File: src/rtl/jericalla_pipe_pkg.sv
// jericalla_pkg: shared definitions for the Jericalla 3-stage execution core.
//   - op_e       : 3-bit opcode encodings (OP_NOP .. OP_LW)
//   - OP_W       : opcode field width inside an instruction word
//   - instr_width: instruction width for a given register-address width
//   - op_reads_ra1/op_reads_ra2/op_writes_rf/op_is_alu: decode helpers
package jericalla_pkg;

    localparam int unsigned OP_W = 3;

    typedef enum logic [OP_W-1:0] {
        OP_NOP = 3'b000,
        OP_ADD = 3'b001,
        OP_SUB = 3'b010,
        OP_AND = 3'b011,
        OP_OR  = 3'b100,
        OP_LI  = 3'b101,
        OP_SW  = 3'b110,
        OP_LW  = 3'b111
    } op_e;

    // {op, wa, ra1, ra2}
    function automatic int unsigned instr_width(input int unsigned aw);
        return OP_W + 3 * aw;
    endfunction

    function automatic logic op_is_alu(input op_e op);
        return (op == OP_ADD) || (op == OP_SUB) || (op == OP_AND) || (op == OP_OR);
    endfunction

    function automatic logic op_reads_ra1(input op_e op);
        return op_is_alu(op) || (op == OP_SW) || (op == OP_LW);
    endfunction

    function automatic logic op_reads_ra2(input op_e op);
        return op_is_alu(op) || (op == OP_SW);
    endfunction

    function automatic logic op_writes_rf(input op_e op);
        return op_is_alu(op) || (op == OP_LI) || (op == OP_LW);
    endfunction

endpackage

File: src/rtl/jericalla_pipe_if.sv
// jericalla_pipe_if: instruction-input and writeback bundle of the core.
//   in_valid/in_ready/in_instr : valid/ready instruction stream into S0
//   wb_valid/wb_wa/wb_data     : S2 writeback report
//   master modport: instruction source / writeback observer
//   slave modport : the execution core
interface jericalla_pipe_if
    import jericalla_pkg::*;
#(
    parameter int unsigned DW = 32,
    parameter int unsigned AW = 5
);
    localparam int unsigned IW = instr_width(AW);

    logic          in_valid;
    logic          in_ready;
    logic [IW-1:0] in_instr;
    logic          wb_valid;
    logic [AW-1:0] wb_wa;
    logic [DW-1:0] wb_data;

    modport master (
        output in_valid, in_instr,
        input  in_ready, wb_valid, wb_wa, wb_data
    );

    modport slave (
        input  in_valid, in_instr,
        output in_ready, wb_valid, wb_wa, wb_data
    );
endinterface

File: src/rtl/jericalla_pipe_alu.sv
// jericalla_alu: combinational ADD/SUB/AND/OR for the execute stage.
//   op_i : opcode (non-ALU ops yield zero)
//   a_i  : first operand
//   b_i  : second operand
//   y_o  : result, ADD/SUB wrap modulo 2**DW
module jericalla_alu
    import jericalla_pkg::*;
#(
    parameter int unsigned DW = 32
) (
    input  op_e           op_i,
    input  logic [DW-1:0] a_i,
    input  logic [DW-1:0] b_i,
    output logic [DW-1:0] y_o
);

    always_comb begin
        y_o = '0;
        case (op_i)
            OP_ADD:  y_o = a_i + b_i;
            OP_SUB:  y_o = a_i - b_i;
            OP_AND:  y_o = a_i & b_i;
            OP_OR:   y_o = a_i | b_i;
            default: y_o = '0;
        endcase
    end

endmodule

File: src/rtl/jericalla_pipe.sv
// jericalla_pipe: 3-stage execution core (S0 decode/read, S1 execute/mem,
// S2 writeback) with S1/S2 operand forwarding and a one-cycle load-use stall.
//   clk   : rising-edge clock
//   rst_n : asynchronous active-low reset (pipeline and register file)
//   bus   : slave side of jericalla_pipe_if (instruction in, writeback out)
module jericalla_pipe
    import jericalla_pkg::*;
#(
    parameter int unsigned DW        = 32,
    parameter int unsigned AW        = 5,
    parameter int unsigned MEM_DEPTH = 32
) (
    input  logic                  clk,
    input  logic                  rst_n,
    jericalla_pipe_if.slave       bus
);

    localparam int unsigned IW   = instr_width(AW);
    localparam int unsigned MW   = $clog2(MEM_DEPTH);
    localparam int unsigned NREG = 1 << AW;

    // ---------------- state ----------------
    logic [DW-1:0] rf_q  [NREG];
    logic [DW-1:0] mem_q [MEM_DEPTH];

    logic          s1_valid_q, s1_valid_d;
    op_e           s1_op_q,    s1_op_d;
    logic [AW-1:0] s1_wa_q,    s1_wa_d;
    logic [DW-1:0] s1_a_q,     s1_a_d;
    logic [DW-1:0] s1_b_q,     s1_b_d;
    logic [DW-1:0] s1_imm_q,   s1_imm_d;

    logic          s2_valid_q, s2_valid_d;
    logic [AW-1:0] s2_wa_q,    s2_wa_d;
    logic [DW-1:0] s2_data_q,  s2_data_d;

    // ---------------- S0 decode ----------------
    logic [IW-1:0] instr;
    op_e           op_s0;
    logic [AW-1:0] wa_s0;
    logic [AW-1:0] ra_s0  [2];
    logic [DW-1:0] opnd_s0 [2];
    logic          stall;
    logic          accept;

    assign instr     = bus.in_instr;
    assign op_s0     = op_e'(instr[IW-1 -: OP_W]);
    assign wa_s0     = instr[3*AW-1 -: AW];
    assign ra_s0[0]  = instr[2*AW-1 -: AW];
    assign ra_s0[1]  = instr[AW-1:0];

    // ---------------- S1 execute ----------------
    logic [DW-1:0] alu_y;
    logic [DW-1:0] s1_res;
    logic          s1_fwd_ok;
    logic [MW-1:0] s1_addr;
    logic [DW-1:0] mem_rd;

    jericalla_alu #(.DW(DW)) u_alu (
        .op_i (s1_op_q),
        .a_i  (s1_a_q),
        .b_i  (s1_b_q),
        .y_o  (alu_y)
    );

    assign s1_res    = (s1_op_q == OP_LI) ? s1_imm_q : alu_y;
    // A load's data is not known until S2, so S1 only forwards ALU/LI results.
    assign s1_fwd_ok = s1_valid_q && (op_is_alu(s1_op_q) || (s1_op_q == OP_LI));
    assign s1_addr   = s1_a_q[MW-1:0];
    assign mem_rd    = mem_q[s1_addr];

    // Load-use: the S1 load's data is still in memory; hold S0 for one cycle.
    always_comb begin
        stall = 1'b0;
        if (s1_valid_q && (s1_op_q == OP_LW) && (s1_wa_q != '0)) begin
            if (op_reads_ra1(op_s0) && (ra_s0[0] == s1_wa_q)) stall = 1'b1;
            if (op_reads_ra2(op_s0) && (ra_s0[1] == s1_wa_q)) stall = 1'b1;
        end
    end

    assign accept       = bus.in_valid && !stall;
    assign bus.in_ready = !stall;

    // Operand select: r0 > S1 > S2 > RF. S2 also covers the cycle in which
    // the RF is being written, so the RF array needs no write-through path.
    always_comb begin
        for (int unsigned i = 0; i < 2; i++) begin
            opnd_s0[i] = rf_q[ra_s0[i]];
            if (ra_s0[i] == '0) begin
                opnd_s0[i] = '0;
            end else if (s1_fwd_ok && (s1_wa_q == ra_s0[i])) begin
                opnd_s0[i] = s1_res;
            end else if (s2_valid_q && (s2_wa_q == ra_s0[i])) begin
                opnd_s0[i] = s2_data_q;
            end
        end
    end

    always_comb begin
        s1_valid_d = accept;
        s1_op_d    = accept ? op_s0 : OP_NOP;
        s1_wa_d    = wa_s0;
        s1_a_d     = opnd_s0[0];
        s1_b_d     = opnd_s0[1];
        s1_imm_d   = DW'({ra_s0[0], ra_s0[1]});
    end

    always_comb begin
        s2_valid_d = s1_valid_q && op_writes_rf(s1_op_q);
        s2_wa_d    = s1_wa_q;
        s2_data_d  = (s1_op_q == OP_LW) ? mem_rd : s1_res;
    end

    // ---------------- registers ----------------
    always_ff @(posedge clk or negedge rst_n) begin
        if (!rst_n) begin
            s1_valid_q <= 1'b0;
            s1_op_q    <= OP_NOP;
            s1_wa_q    <= '0;
            s1_a_q     <= '0;
            s1_b_q     <= '0;
            s1_imm_q   <= '0;
            s2_valid_q <= 1'b0;
            s2_wa_q    <= '0;
            s2_data_q  <= '0;
        end else begin
            s1_valid_q <= s1_valid_d;
            s1_op_q    <= s1_op_d;
            s1_wa_q    <= s1_wa_d;
            s1_a_q     <= s1_a_d;
            s1_b_q     <= s1_b_d;
            s1_imm_q   <= s1_imm_d;
            s2_valid_q <= s2_valid_d;
            s2_wa_q    <= s2_wa_d;
            s2_data_q  <= s2_data_d;
        end
    end

    always_ff @(posedge clk or negedge rst_n) begin
        if (!rst_n) begin
            for (int unsigned i = 0; i < NREG; i++) rf_q[i] <= '0;
        end else if (s2_valid_q && (s2_wa_q != '0)) begin
            rf_q[s2_wa_q] <= s2_data_q;
        end
    end

    // Data memory is not reset.
    always_ff @(posedge clk) begin
        if (s1_valid_q && (s1_op_q == OP_SW)) mem_q[s1_addr] <= s1_b_q;
    end

    assign bus.wb_valid = s2_valid_q;
    assign bus.wb_wa    = s2_wa_q;
    assign bus.wb_data  = s2_data_q;

endmodule
File: src/flat_wrapper.sv
// flat-port wrapper written by rule: the top's interface ports become plain ports
module jericalla_pipe_flat import jericalla_pkg::*;
#(
    parameter int unsigned DW        = 32,
    parameter int unsigned AW        = 5,
    parameter int unsigned MEM_DEPTH = 32
)
  (clk, rst_n, bus_in_valid, bus_in_instr, bus_in_ready, bus_wb_valid, bus_wb_wa, bus_wb_data);
  jericalla_pipe_if #(.DW(DW), .AW(AW)) bus_i ();
  input  logic clk;
  input  logic rst_n;
  input wire logic [$bits(bus_i.in_valid)-1:0] bus_in_valid;
  input wire logic [$bits(bus_i.in_instr)-1:0] bus_in_instr;
  output wire logic [$bits(bus_i.in_ready)-1:0] bus_in_ready;
  output wire logic [$bits(bus_i.wb_valid)-1:0] bus_wb_valid;
  output wire logic [$bits(bus_i.wb_wa)-1:0] bus_wb_wa;
  output wire logic [$bits(bus_i.wb_data)-1:0] bus_wb_data;
  assign bus_i.in_valid = bus_in_valid;
  assign bus_i.in_instr = bus_in_instr;
  assign bus_in_ready = bus_i.in_ready;
  assign bus_wb_valid = bus_i.wb_valid;
  assign bus_wb_wa = bus_i.wb_wa;
  assign bus_wb_data = bus_i.wb_data;
  jericalla_pipe #(.DW(DW), .AW(AW), .MEM_DEPTH(MEM_DEPTH)) u_core (.clk(clk), .rst_n(rst_n), .bus(bus_i));
endmodule
File: config.mk
export PLATFORM = sky130hd
export DESIGN_NAME = jericalla_pipe_flat
export DESIGN_NICKNAME = d
export VERILOG_FILES = /design/src/rtl/jericalla_pipe_pkg.sv /design/src/rtl/jericalla_pipe_if.sv /design/src/rtl/jericalla_pipe_alu.sv /design/src/rtl/jericalla_pipe.sv /design/src/flat_wrapper.sv
export SDC_FILE = /design/constraint.sdc
export NUM_CORES = 2
export LEC_CHECK = 0
export CAP_MARGIN = 20
export CORE_MARGIN = 4
export CORE_UTILIZATION = 65
export CTS_BUF_LIST = sky130_fd_sc_hd__clkbuf_2
export DETAILED_ROUTE_END_ITERATION = 10
export PLACE_DENSITY = 0.82
export SYNTH_ARGS = -nofsm -noshare
export SYNTH_HDL_FRONTEND = slang
export SYNTH_SLANG_ARGS = --single-unit
File: constraint.sdc
create_clock -name clk -period 5.6 [get_ports clk]
set_clock_uncertainty 0.2 [all_clocks]
set_input_delay 1.12 -clock clk [delete_from_list [all_inputs] [get_ports clk]]
set_output_delay 1.12 -clock clk [all_outputs]
set_load 0.03 [all_outputs]
==> Word level (Yosys, flattened, before mapping) <==
Memory sizes are Yosys's and may differ from the RTL's.
Index checks and enable logic that the tools add are counted.
{ "word_totals": {"rom_bits": 0, "mem_count": 1, "regBits": 1145, "elab_cells": 125, "inputBits": 21, "mem_bits_rw": 1024, "latchBits": 0} }
{ "memory_table": {"columns": ["name", "words", "width", "read_ports", "rd_ports_with_merged_regs", "write_ports", "line_no", "text"], "rows": [
  ["u_core.mem_q", 32, 32, 1, 0, 1, "jericalla_pipe.sv:24", "logic [DW-1:0] mem_q [MEM_DEPTH];"]
]} }
{ "classes": {"n_mux": 24, "n_reduce_logical": 29, "multipliers": 0, "bitwise": 5, "n_shift": 0, "eq_ne": 19, "div": 0, "n_lt_le_gt_ge": 4, "add_sub_neg": 2} }
{ "ops": {"columns": ["operator", "n"], "rows": [
  ["$bwmux 1024", 1],
  ["$mux 32", 13],
  ["$bmux 32 s5", 2],
  ["$demux 32 s5", 1],
  ["$pmux 32 s4", 1],
  ["$add 32x32->32", 1],
  ["$and 32x32->32", 1],
  ["$or 32x32->32", 1],
  ["$sub 32x32->32", 1],
  ["$eq 5x5->1", 6],
  ["$eq 3x3->1 const B", 7],
  ["$ge 6x6->1 const B", 3],
  ["$not 5->6", 3],
  ["$logic_and 1x1->1", 14],
  ["$eq 3x2->1 const B", 4],
  ["$logic_not 5->1", 2],
  ["$logic_or 1x1->1", 10],
  ["$reduce_bool 5->1", 2],
  ["$eq 3x1->1 const B", 2],
  ["$lt 6x1->1 const B", 1],
  ["$mux 1", 5],
  ["$mux 3", 1],
  ["$logic_not 1->1", 1]
]} }

==> Depth between registers and ports, before layout <==
{ "logic_depth": {"ltp_word": 13, "depth_mapped": 19, "ltp_nobuf": 18} }

==> Hierarchy <==
A second synthesis with hierarchy kept.
{ "unflattened": {"cells_unflattened": 6284, "hier_area_um2": 101282.1} }
{ "by_module_without_submodules": {"columns": ["module", "area_per_inst_um2", "instances", "cells_each"], "rows": [
  ["jericalla_pipe", 98077.8, 1, 5782],
  ["jericalla_alu", 3204.3, 1, 502]
]} }

==> Worst setup path after synthesis <==
Ideal clock, no wire load.
{ "synth_timing": {"path_type": "reg2reg", "from": "reg u_core.s1_b_q[0]", "to": "reg u_core.s2_data_q[31] (netlist: u_core.bus.wb_data[31])", "slack_ns": 1.244, "t_arrival_ns": 4.024, "n_path_buf": 0, "setup_time_ns": 0.132, "path_stages_with_launch": 18, "path_cell_list": "dfrtp_1 > inv_1 > ha_1 > nand2b_1 > or4_1 > nor2_1 > nand2_1 > nor4_2 > a21oi_1 > xnor2_1 > ha_1 > a21oi_1 > o21ai_0 > nor3_1 > a211oi_1 > o221ai_1 > xnor2_2 > o21ai_1"} }
{ "synth_between": {"elab_chain_len": 4, "elab_cells_between_ends": 5, "cone_classes": "add/sub (2); mux (3)"} }
{ "synth_lines": {"columns": ["element", "line_no", "text"], "rows": [
  ["from (decl)", "jericalla_pipe.sv:30", "logic [DW-1:0] s1_b_q, s1_b_d;"],
  ["from (signal assigned)", "jericalla_pipe.sv:121", "s1_b_q <= '0;"],
  ["from (signal assigned)", "jericalla_pipe.sv:131", "s1_b_q <= s1_b_d;"],
  ["$sub 32x32->32 / $add 32x32->32 (equally long branches)", "jericalla_pipe_alu.sv:21, jericalla_pipe_alu.sv:20", null],
  ["$pmux 32 s4 *", "jericalla_pipe_alu.sv:19", "case (op_i)"],
  ["$mux 32 *", "jericalla_pipe.sv:66", "assign s1_res = (s1_op_q == OP_LI) ? s1_imm_q : alu_y;"],
  ["$mux 32 *", "jericalla_pipe.sv:111", "s2_data_d = (s1_op_q == OP_LW) ? mem_rd : s1_res;"],
  ["named net u_core.s2_data_d[31]", "jericalla_pipe.sv:35", "logic [DW-1:0] s2_data_q, s2_data_d;"],
  ["to (signal assigned)", "jericalla_pipe.sv:135", "s2_data_q <= s2_data_d;"],
  ["to (decl)", "jericalla_pipe.sv:35", null]
]} }
The timed path passes the listed nets; every way through them passes the cells marked *.
A chain may end at the register's enable or synchronous reset.

==> Worst setup path after layout <==
{ "layout_timing": {"from": "reg u_core.s1_wa_q[0]", "to": "out bus_in_ready"} }
{ "layout_between": {"elab_chain_len": 6, "elab_cells_between_ends": 10, "cone_classes": "eq/ne (2); mux (3); reduce/logical (5)"} }
{ "layout_lines": {"columns": ["element", "line_no", "text"], "rows": [
  ["from (decl)", "jericalla_pipe.sv:28", "logic [AW-1:0] s1_wa_q, s1_wa_d;"],
  ["from (signal assigned)", "jericalla_pipe.sv:129", "s1_wa_q <= s1_wa_d;"],
  ["$eq 5x5->1", "jericalla_pipe.sv:76", "if (op_reads_ra1(op_s0) && (ra_s0[0] == s1_wa_q)) stall = 1'b1;"],
  ["$logic_and 1x1->1", "jericalla_pipe.sv:76", null],
  ["$mux 1", "jericalla_pipe.sv:76", null],
  ["$mux 1", "jericalla_pipe.sv:77", "if (op_reads_ra2(op_s0) && (ra_s0[1] == s1_wa_q)) stall = 1'b1;"],
  ["$mux 1 *", "jericalla_pipe.sv:75", "if (s1_valid_q && (s1_op_q == OP_LW) && (s1_wa_q != '0)) begin"],
  ["$logic_not 1->1 *", "jericalla_pipe.sv:82", "assign bus.in_ready = !stall;"],
  ["to (decl)", "flat_wrapper.sv:14", "output wire logic [$bits(bus_i.in_ready)-1:0] bus_in_ready;"]
]} }
Mark *: on every way between the ends. The rest lies on a longest branch, timed or not.

==> impl_metrics.csv <==
group,metric,value,unit
logic_synthesis,synth_compound_area_frac,0.0333,
cells_and_area,layout-drive-gt1-share,0.472,
global_route,gr-usage-all-layers,0.347,
floorplanning,die_w,403,um
logic_synthesis,synthXorXnorAreaFrac,0.00569,
critical_path,slowest_delay,870,ps
pwr,peakVddDrop,0.227,mV
floorplanning,fp-row-count,144,
pwr,power_density,332,nW/um^2
timing,max_freq,183,MHz
detailed_routing,drt-initial-drc-count,6937,
logic_synthesis,avgSynthCellArea,17.3,um^2
logic_synthesis,ys_ff_latch,2169,
place,dp.cells,7669,
timing,tightest_slew,1190,ps
global_route,grt_pass1_wl,413,mm
detailed_routing,vias,60900,
logic_synthesis,synthMuxAreaShare,0.324,
critical_path,cp_slowest_cell,"xor2_1",
run_status,run_status,"complete, no violations",
global_route,grt-ovfl-total,0,
floorplanning,ios,60,
logic_synthesis,synth-simple-area-share,0.0222,
global_route,grt_pass1_vias,64000,
timing,rsz0062_at_grt,"false",
detailed_routing,drc,0,
logic_synthesis,synth_cells,5873,
place,placed_area,105000,um^2
clocking,numCtsBuffers,554,
logic_synthesis,synthArstFlopShare,0.528,
place,place.gp.congestion,0.908,
critical_path,worst_setup_path_start_kind,"flop",
cells_and_area,stdcell_count,8600,
logic_synthesis,ys_warn_count,0,
timing,fin_setup_tns,0,ps
logic_synthesis,synth-seq-area-share,0.586,
clocking,clk_latency,1750,ps
timing,drv_slew,0,
logic_synthesis,synth-edff-count,1024,
clocking,cts-htree-levels,6,
floorplanning,fp.dieH,403,um
cells_and_area,area_delta_synth_final,8.36,%
timing,relSlewSlack,0.206,
floorplanning,fp.coreArea,155000,um^2
clocking,cts_root_buffer,"clkbuf_2",
clocking,cts.repair_timing.setup_buffer_count,0,
detailed_routing,ant_nets,0,
worst_hold_path,hp-class,"flop to flop",
place,port_buffers,59,
detailed_routing,via_per_inst,7.08,
floorplanning,die_area,162000,um^2
timing,period_share,0.975,
critical_path,r2r-start,"u_core.s1_b_q[1]$_DFF_PN0_",
critical_path,crit_arrival,4140,ps
critical_path,cp-endpoint,"bus_in_ready",
critical_path,endpoint_kind,"output port",
logic_synthesis,synthAdderAreaFrac,0.00439,
detailed_routing,postRouteWirelength,278,mm
critical_path,r2r-end,"u_core.s1_a_q[31]$_DFF_PN0_",
pwr,p_leak,44.6,nW
timing,hold_viol,0,
timing,setup_viol,0,
logic_synthesis,syn-num-nets,5929,
critical_path,r2r_cells,17,
clocking,clock-sinks,2169,
clocking,cts.clk_slew.worst_paths,90,ps
place,hpwl,165,mm
critical_path,path_cells,"xor2_1 > a2111o_1 > a211o_1 > dlygate4sd2_1",
logic_synthesis,synthFlopType,"dfrtp_1",
global_route,grt_max_degree,141,
clocking,cts_tree,"built",
critical_path,criticalPathCategory,"flop to output port",
clocking,clockBufferDepth,4,
detailed_routing,drt_first_pass_iters,9,
logic_synthesis,syn_area,101000,um^2
global_route,antenna_found_initial,11,
critical_path,reg2reg_setup_slack,640,ps
cells_and_area,stdcell_area,110000,um^2
cells_and_area,num-nets-final,6266,
critical_path,critPathLaunch,"u_core.s1_wa_q[0]$_DFF_PN0_",
timing,min_period,5460,ps
floorplanning,start_util,0.656,
logic_synthesis,synth_top_family_by_area,"multiplexers",
critical_path,worst-path-max-fanout,5,
flow_run,maxCapViolCount,0,
critical_path,crit_required,4280,ps
detailed_routing,routedWlPerCell,32.4,um
logic_synthesis,synth_cell_types,82,
==> synth_stat cells (all sizes together), types with 11 or more instances <==
cell type,number,share of area
o31ai,13,0.0011
a22o,15,0.0013
a31oi,17,0.0010
mux4,889,0.20
mux2i,111,0.011
o21a,13,0.00096
nand3,48,0.0024
inv,21,0.00078
a21o,21,0.0016
nand2,96,0.0036
o21ai,83,0.0041
a211oi,34,0.0026
nor2,212,0.0079
a21oi,168,0.0083
dfrtp,1145,0.28
o211ai,11,0.00081
mux2,1043,0.12
buf,221,0.012
o22ai,41,0.0025
nor3,33,0.0016
and3,17,0.0010
clkbuf,311,0.012
edfxtp,1024,0.30
nor2b,22,0.0014
a22oi,23,0.0017
xor2,37,0.0032
ha,34,0.0042
xnor2,28,0.0025
==> power breakdown <==
| group | switching [W] | total (W) | leakage (nW) | internal [W] |
|---|---|---|---|---|
| logic | 0.00407 | 0.00730 | 16.0 | 0.00323 |
| clock network | 0.00622 | 0.0104 | 3.59 | 0.00417 |
| registers | 0.000871 | 0.0188 | 25.0 | 0.0179 |
==> cell families (layout without fill, tap and decap cells) <==
family,after synthesis,after routing
and+or+nand+nor,486,486
adders and majority gates,35,35
xor gates and xnor gates,65,65
DFF,2169,2169
buffers and inverters,555,1223
AOI/OAI and AO/OA,520,520
other,0,15
muxes,2043,2043
==> flip-flops by register name (all words and copies together) (netlist names) <==
| register | count |
|---|---|
| u_core.s1_imm_q | 10 |
| u_core.s1_valid_q | 1 |
| u_core.rf_q | 1024 |
| u_core.bus.wb_data | 32 |
| u_core.s1_b_q | 32 |
| u_core.bus.wb_valid | 1 |
| u_core.s1_a_q | 32 |
| u_core.s1_wa_q | 5 |
| u_core.bus.wb_wa | 5 |
| u_core.s1_op_q | 3 |
| u_core.mem_q | 1024 |
==> worst min path at each step <==
stage,from,end,slack [ps],depth (start not counted)
after floorplan,u_core.s1_wa_q[4]$_DFF_PN0_,u_core.bus.wb_wa[4]$_DFF_PN0_,220,0
after global placement,u_core.rf_q[1010]$_DFFE_PN0P_,u_core.rf_q[1010]$_DFFE_PN0P_,180,0
after detailed placement,u_core.rf_q[1018]$_DFFE_PN0P_,u_core.rf_q[1018]$_DFFE_PN0P_,180,0
after CTS,bus_in_instr[17],u_core.s1_op_q[2]$_DFF_PN0_,20,2
after global routing,bus_in_instr[12],u_core.s1_wa_q[2]$_DFF_PN0_,60,2
final,u_core.rf_q[1022]$_DFFE_PN0P_,u_core.rf_q[1022]$_DFFE_PN0P_,200,0
==> per-layer routing <==
| metal | routed length (um) | global-route usage | vias up |
|---|---|---|---|
| met5 | 29 | 0 | - |
| met4 | 13300 | 0.159 | 4 |
| met3 | 30700 | 0.0988 | 878 |
| met2 | 135000 | 0.545 | 3849 |
| met1 | 99100 | 0.459 | 31800 |
| li1 | - | - | 24400 |
==> critical path, delay by kind of cell, from the launching register on <==
family | cells | cell delay (ps)
xor gates and xnor gates | 1 | 870
DFF | 1 | 650
AOI/OAI and AO/OA | 2 | 540
buffers and inverters | 1 | 460
==> cells in the final DEF (no fill, tap or decap), drive strengths merged, types with 28 or more instances in the layout <==
| cell type | Yosys | final |
|---|---|---|
| ha | 34 | 34 |
| mux4 | 889 | 889 |
| mux2 | 1043 | 1043 |
| xor2 | 37 | 37 |
| clkinv | 2 | 85 |
| o21ai | 83 | 83 |
| a211oi | 34 | 34 |
| nand3 | 48 | 48 |
| o22ai | 41 | 41 |
| mux2i | 111 | 111 |
| nand2 | 96 | 96 |
| clkdlybuf4s50 | 0 | 47 |
| a21oi | 168 | 168 |
| inv | 21 | 36 |
| clkbuf | 311 | 776 |
| dfrtp | 1145 | 1145 |
| xnor2 | 28 | 28 |
| nor2 | 212 | 212 |
| buf | 221 | 246 |
| edfxtp | 1024 | 1024 |
| nor3 | 33 | 33 |
==> layout make-up <==
cell class	count	area (um^2)
well taps	2044	2560
clock inverters	111	729
fillers	9662	44800
inverters	23	86.3
diodes	15	37.5
clock buffers	776	3880
multi-input cells	3149	40000
repair buffers	313	3150
flip-flops and latches	2169	59400
==> stage by stage <==
step	setup slack, ps	power [W]	util	hold WS (ps)
global placement	648	0.0259	0.677	176
global route	57.6	0.0381	0.710	57.6
detailed placement	666	0.0261	0.677	183
finish	142	0.0365	0.710	198
CTS	163	0.0364	0.709	22.1
floorplan	1240	0.0238	-	221
==> what timing repair did <==
item | in CTS | in global routing
setup endpoints to repair | 1 | 0
hold buffers | 20 | 0
hold endpoints to repair | 659 | 0
gates resized for setup | 2 | 0
No activity file was read; power rests on OpenSTA's default activity.
